`config.mk`:
```
export PLATFORM = sky130hd
export DESIGN_NAME = ativ1
export DESIGN_NICKNAME = d
export VERILOG_FILES = /design/src/rtl/ativ1.sv
export SDC_FILE = /design/constraint.sdc
export NUM_CORES = 1
export LEC_CHECK = 0
export ABC_AREA = 1
export CELL_PAD_IN_SITES_DETAIL_PLACEMENT = 0
export CELL_PAD_IN_SITES_GLOBAL_PLACEMENT = 1
export CORE_AREA = 2 2 39 41
export CTS_CLUSTER_SIZE = 12
export DETAILED_ROUTE_END_ITERATION = 8
export DIE_AREA = 0 0 41 43
export PLACE_DENSITY = 0.38
export SLEW_MARGIN = 20
export SYNTH_ARGS = -nofsm -noshare
export SYNTH_HDL_FRONTEND = slang
export SYNTH_SLANG_ARGS = --single-unit
export TNS_END_PERCENT = 30
```
`constraint.sdc`:
```
create_clock -name clk -period 1 [get_ports clk]
set_clock_uncertainty 0.1 [all_clocks]
set_input_delay 0.1 -clock clk [delete_from_list [all_inputs] [get_ports clk]]
set_output_delay 0.1 -clock clk [all_outputs]
set_load 0.02 [all_outputs]
```
`src/rtl/ativ1.sv`:
```
// Unsigned 2x2 array multiplier with a registered 4-bit product.
// The product is built from AND partial products and two half adders, then registered.
module ativ1 (
  input  logic       clk,
  input  logic       rst_n,
  input  logic [1:0] A,
  input  logic [1:0] B,
  output logic [3:0] Y1
);

  localparam int unsigned OpW   = 2;
  localparam int unsigned ProdW = 4;

  logic [OpW-1:0]   a_c;
  logic [OpW-1:0]   b_c;
  logic             p00_c;
  logic             p01_c;
  logic             p10_c;
  logic             p11_c;
  logic             c1_c;
  logic [ProdW-1:0] prod_d;
  logic [ProdW-1:0] y1_q;

  assign a_c = A;
  assign b_c = B;

  // Partial products, then half adders ripple the middle-column carry upward
  always_comb begin
    p00_c     = a_c[0] & b_c[0];
    p01_c     = a_c[0] & b_c[1];
    p10_c     = a_c[1] & b_c[0];
    p11_c     = a_c[1] & b_c[1];
    c1_c      = p01_c & p10_c;
    prod_d    = '0;
    prod_d[0] = p00_c;
    prod_d[1] = p01_c ^ p10_c;
    prod_d[2] = p11_c ^ c1_c;
    prod_d[3] = p11_c & c1_c;
  end

  always_ff @(posedge clk or negedge rst_n) begin
    if (!rst_n) begin
      y1_q <= '0;
    end else begin
      y1_q <= prod_d;
    end
  end

  assign Y1 = y1_q;

endmodule

```
# --- Word level (Yosys, flattened, before mapping) ---
# Index checks and enable logic that the tools add are counted.
word_totals:
  elab_cells: 9
  reg_bits: 4
  input_bits: 6
  out_inout_bits: 4
op_classes:
  n_bitwise: 8
op_table:
  columns: ["cell", "n"]
  rows:
  - ["bitwise AND 1 bit", 6]
  - ["XOR 1 bit", 2]

# --- Logic depth before layout (Yosys ltp) ---
logic_depth:
  ltp_word: 3
  ltp_mapped: 4
  ltp_nobuf: 4

# --- Least setup slack after synthesis ---
# OpenSTA, ideal clock, no wires.
synth_path:
  path_type: "input to register"
  from: "input port A[0]"
  to: "register y1_q[2], in the netlist Y1[2]"
  slack_ns: 0.165
  t_arrival_ns: 0.609
  setup_ns: 0.126
  path_stages: 4
  t_required_ns: 0.774
  n_path_buf: 0
  cell_sequence: "nand2_1 > inv_1 > ha_1 > ha_1"
synth_between:
  elab_chain_cells: 3
synth_rtl:
  columns: ["item", "line_no", "source"]
  rows:
  - ["start: declaration", "6", "input logic [1:0] A,"]
  - ["bitwise AND 1 bit", "30", "p01_c = a_c[0] & b_c[1];"]
  - ["bitwise AND 1 bit", "33", "c1_c = p01_c & p10_c;"]
  - ["XOR 1 bit", "37", "prod_d[2] = p11_c ^ c1_c;"]
  - ["via prod_d[2]", "21", "logic [ProdW-1:0] prod_d;"]
  - ["end signal: assignment", "45", "y1_q <= prod_d;"]
  - ["end: declaration", "22", "logic [ProdW-1:0] y1_q;"]
# The timed path passes the listed nets, and every way through them passes these cells.

# --- Worst setup path in the final report ---
layout_path:
  from: "register y1_q[1], in the netlist Y1[1]"
  to: "output port Y1[1]"
layout_lines:
  columns: ["item", "line_no", "source"]
  rows:
  - ["end: declaration", "8", "output logic [3:0] Y1"]
# No word-level cell between the ends.

==> flow_summary.toml <==
[outcome]
outcome = "finished clean"

[sta]
slew_violations = 0
rsz0062_at_grt = "no"
relSlewSlack_pct = 88.4
tightestPinTransition_ns = 0.173
min_period_ns = 0.928
min_period_over_period_pct = 92.8
hold_ws_ns = 0.107
finalHoldViolCount = 0
setup_violations = 0
fmax_ghz = 1.08

[clock_tree]
cts_sinks = 4
cts_inserted_buffers = 3
cts.reportedPaths.clkPinSlew_ns = 0.04
ctsLongestPathBuffers = 2
postCtsSetupBuffers = 0
root_buffer = "clkbuf_4"
h-tree-depth = 1
cts_tree = "built"

[synthesis]
ys_types = 4
syn_nets = 22
yosysWarnings = 0
synth-seq-cells = 4
synth-edff-count = 0
yosysSeqAreaShare_pct = 64.5
synth_area_leaders = "dfrtp_1, ha_1, inv_1"
ys_top_cells_by_count = "dfrtp_1, inv_1, nand2_1"
async_reset_ff_share_pct = 100
synth_flop_cell = "dfrtp_1"
syn_area_um2 = 155
yosys.area.top_type = "dfrtp_1"
synth.avg_cell_area_um2 = 11.1
synth_cells = 14
yosysTopAreaCellShare_pct = 64.5

[power_and_ir_drop]
switching_share_pct = 21.6
peakVddDrop_mv = 0.256
power_frac_clock_pct = 45.9
totalPowerFinal_mw = 0.423
p_seq_share_pct = 41.2
leakagePower_nw = 0.174
power_switching_mw = 0.0913
p_int_mw = 0.331
powerDensity_mw_per_mm2 = 1550
combinationalPowerShare_pct = 12.9

[setup_path]
crit_required_ns = 0.80
max_stage_delay_ns = 0.35
crit_type = "flip-flop to output pin"
cp.buffers_inverters = 1
critPathCaptureType = "output pin"
worstPathCellList = "buf_2"
start_kind = "flip-flop"
path_max_fanout = 1
arrival_ns = 0.73
cp_top_family = "flip-flops"
worst_path_max_delay_cell = "dfrtp_1"

[floorplanning]
die_height_um = 43
core_mm2 = 0.00138
pin_count = 10
placementRows = 14
die_w_um = 41
die-area_mm2 = 0.00176
start_util_pct = 11.2

[worst_hold_path]
holdPathEnd = "Y1[0]$_DFF_PN0_"
holdCritStartpoint = "A[0]"
min_path_type = "primary input to flip-flop"
hold_path_depth = 3

[job]
max-cap-violations = 0

[final_layout]
nets = 37
drive_gt1_share_pct = 25.9
fillers = 151
largest_register_ffs = 4
diodes = 0
syn2layout_area_growth_pct = 75.8

[placement]
hpwl_um = 210
routabilityCongestion = 0.583
io_buffers = 9

[detailed_routing]
viasPerCell = 2.77
drt-total-wl_um = 268
first_iter_violations = 0
first_pass_iters = 1
ant_nets = 0
drc_errors = 0
vias = 119
avgRoutedWirePerCell_um = 6.23

[global_routing]
grt_pass1_vias = 106
grt_pass1_wl_um = 407
grt_max_degree = 5
gr-usage-all-layers_pct = 4.02
antenna_found_initial = 0
overflow = 0
==> metal layers <==
layer,vias up,wire [µm],GRT usage [%]
li1,67,-,-
met1,42,115,5.16
met2,10,96,2.81
met3,0,56,3.14
met4,0,0,6.00
met5,-,0,0
==> metrics by stage <==
stage / setup WS (ns) / instances / TNS (ns) / area [µm²] / util (%)
final: 0.0723 / 43 / 0 / 273 / 19.7
after global routing: 0.0382 / 43 / 0 / 273 / 19.7
after CTS: 0.0553 / 43 / 0 / 273 / 19.7
after detailed placement: -0.315 / 39 / -1.03 / 265 / 19.2
after global placement: -0.303 / 39 / -1.03 / 265 / 19.2
after floorplan: 0.165 / 14 / 0 / 155 / -
==> placed cells by master (no fill, tap or decap), drive strengths merged <==
| master | instances |
|---|---|
| nand2 | 4 |
| clkbuf | 3 |
| dlygate4sd3 | 1 |
| clkdlybuf4s50 | 1 |
| ha | 2 |
| dfrtp | 4 |
| inv | 4 |
| dlygate4sd2 | 4 |
| buf | 4 |
==> power groups by stage <==
stage	combinational, mW	sequential, mW	clock (mW)
finish	0.0544	0.174	0.194
global route	0.0617	0.175	0.224
CTS	0.0557	0.174	0.208
detailed placement	0.0670	0.177	0
global placement	0.0683	0.176	0
floorplan	0.00933	0.190	0
==> cell type report <==
type / count / area [µm²] / share of cell area, %
well taps: 16 / 20.0 / 7.34
repair buffers: 10 / 75.1 / 27.5
multi-input cells: 6 / 40.0 / 14.7
flip-flops and latches: 4 / 100 / 36.7
clock buffers: 3 / 22.5 / 8.26
inverters: 4 / 15.0 / 5.50
==> cell families after synthesis <==
logic type	synth area share, %
AND/OR/NAND/NOR	9.67
adder cells (fa/ha/maj)	16.1
flip-flops	64.5
buffers and inverters	9.67
==> worst max path at each step <==
stage	slack (ns)	start	cells after the start	endpoint
6_report	0.07	Y1[1]$_DFF_PN0_	1	Y1[1]
4_1_cts	0.06	Y1[2]$_DFF_PN0_	1	Y1[2]
3_3_place_gp	-0.30	A[0]	5	Y1[2]$_DFF_PN0_
2_1_floorplan	0.16	A[0]	4	Y1[2]$_DFF_PN0_
3_5_place_dp	-0.31	B[1]	5	Y1[2]$_DFF_PN0_
5_1_grt	0.04	Y1[3]$_DFF_PN0_	1	Y1[3]
==> what timing repair did <==
action / 4_1_cts / 5_1_grt
setup endpoints to repair: 5 / 0
hold buffers: 1 / 0
endpoints found under the hold margin: 4 / 0
gates resized for setup: 20 / 0
(Power assumes the default switching activity.)
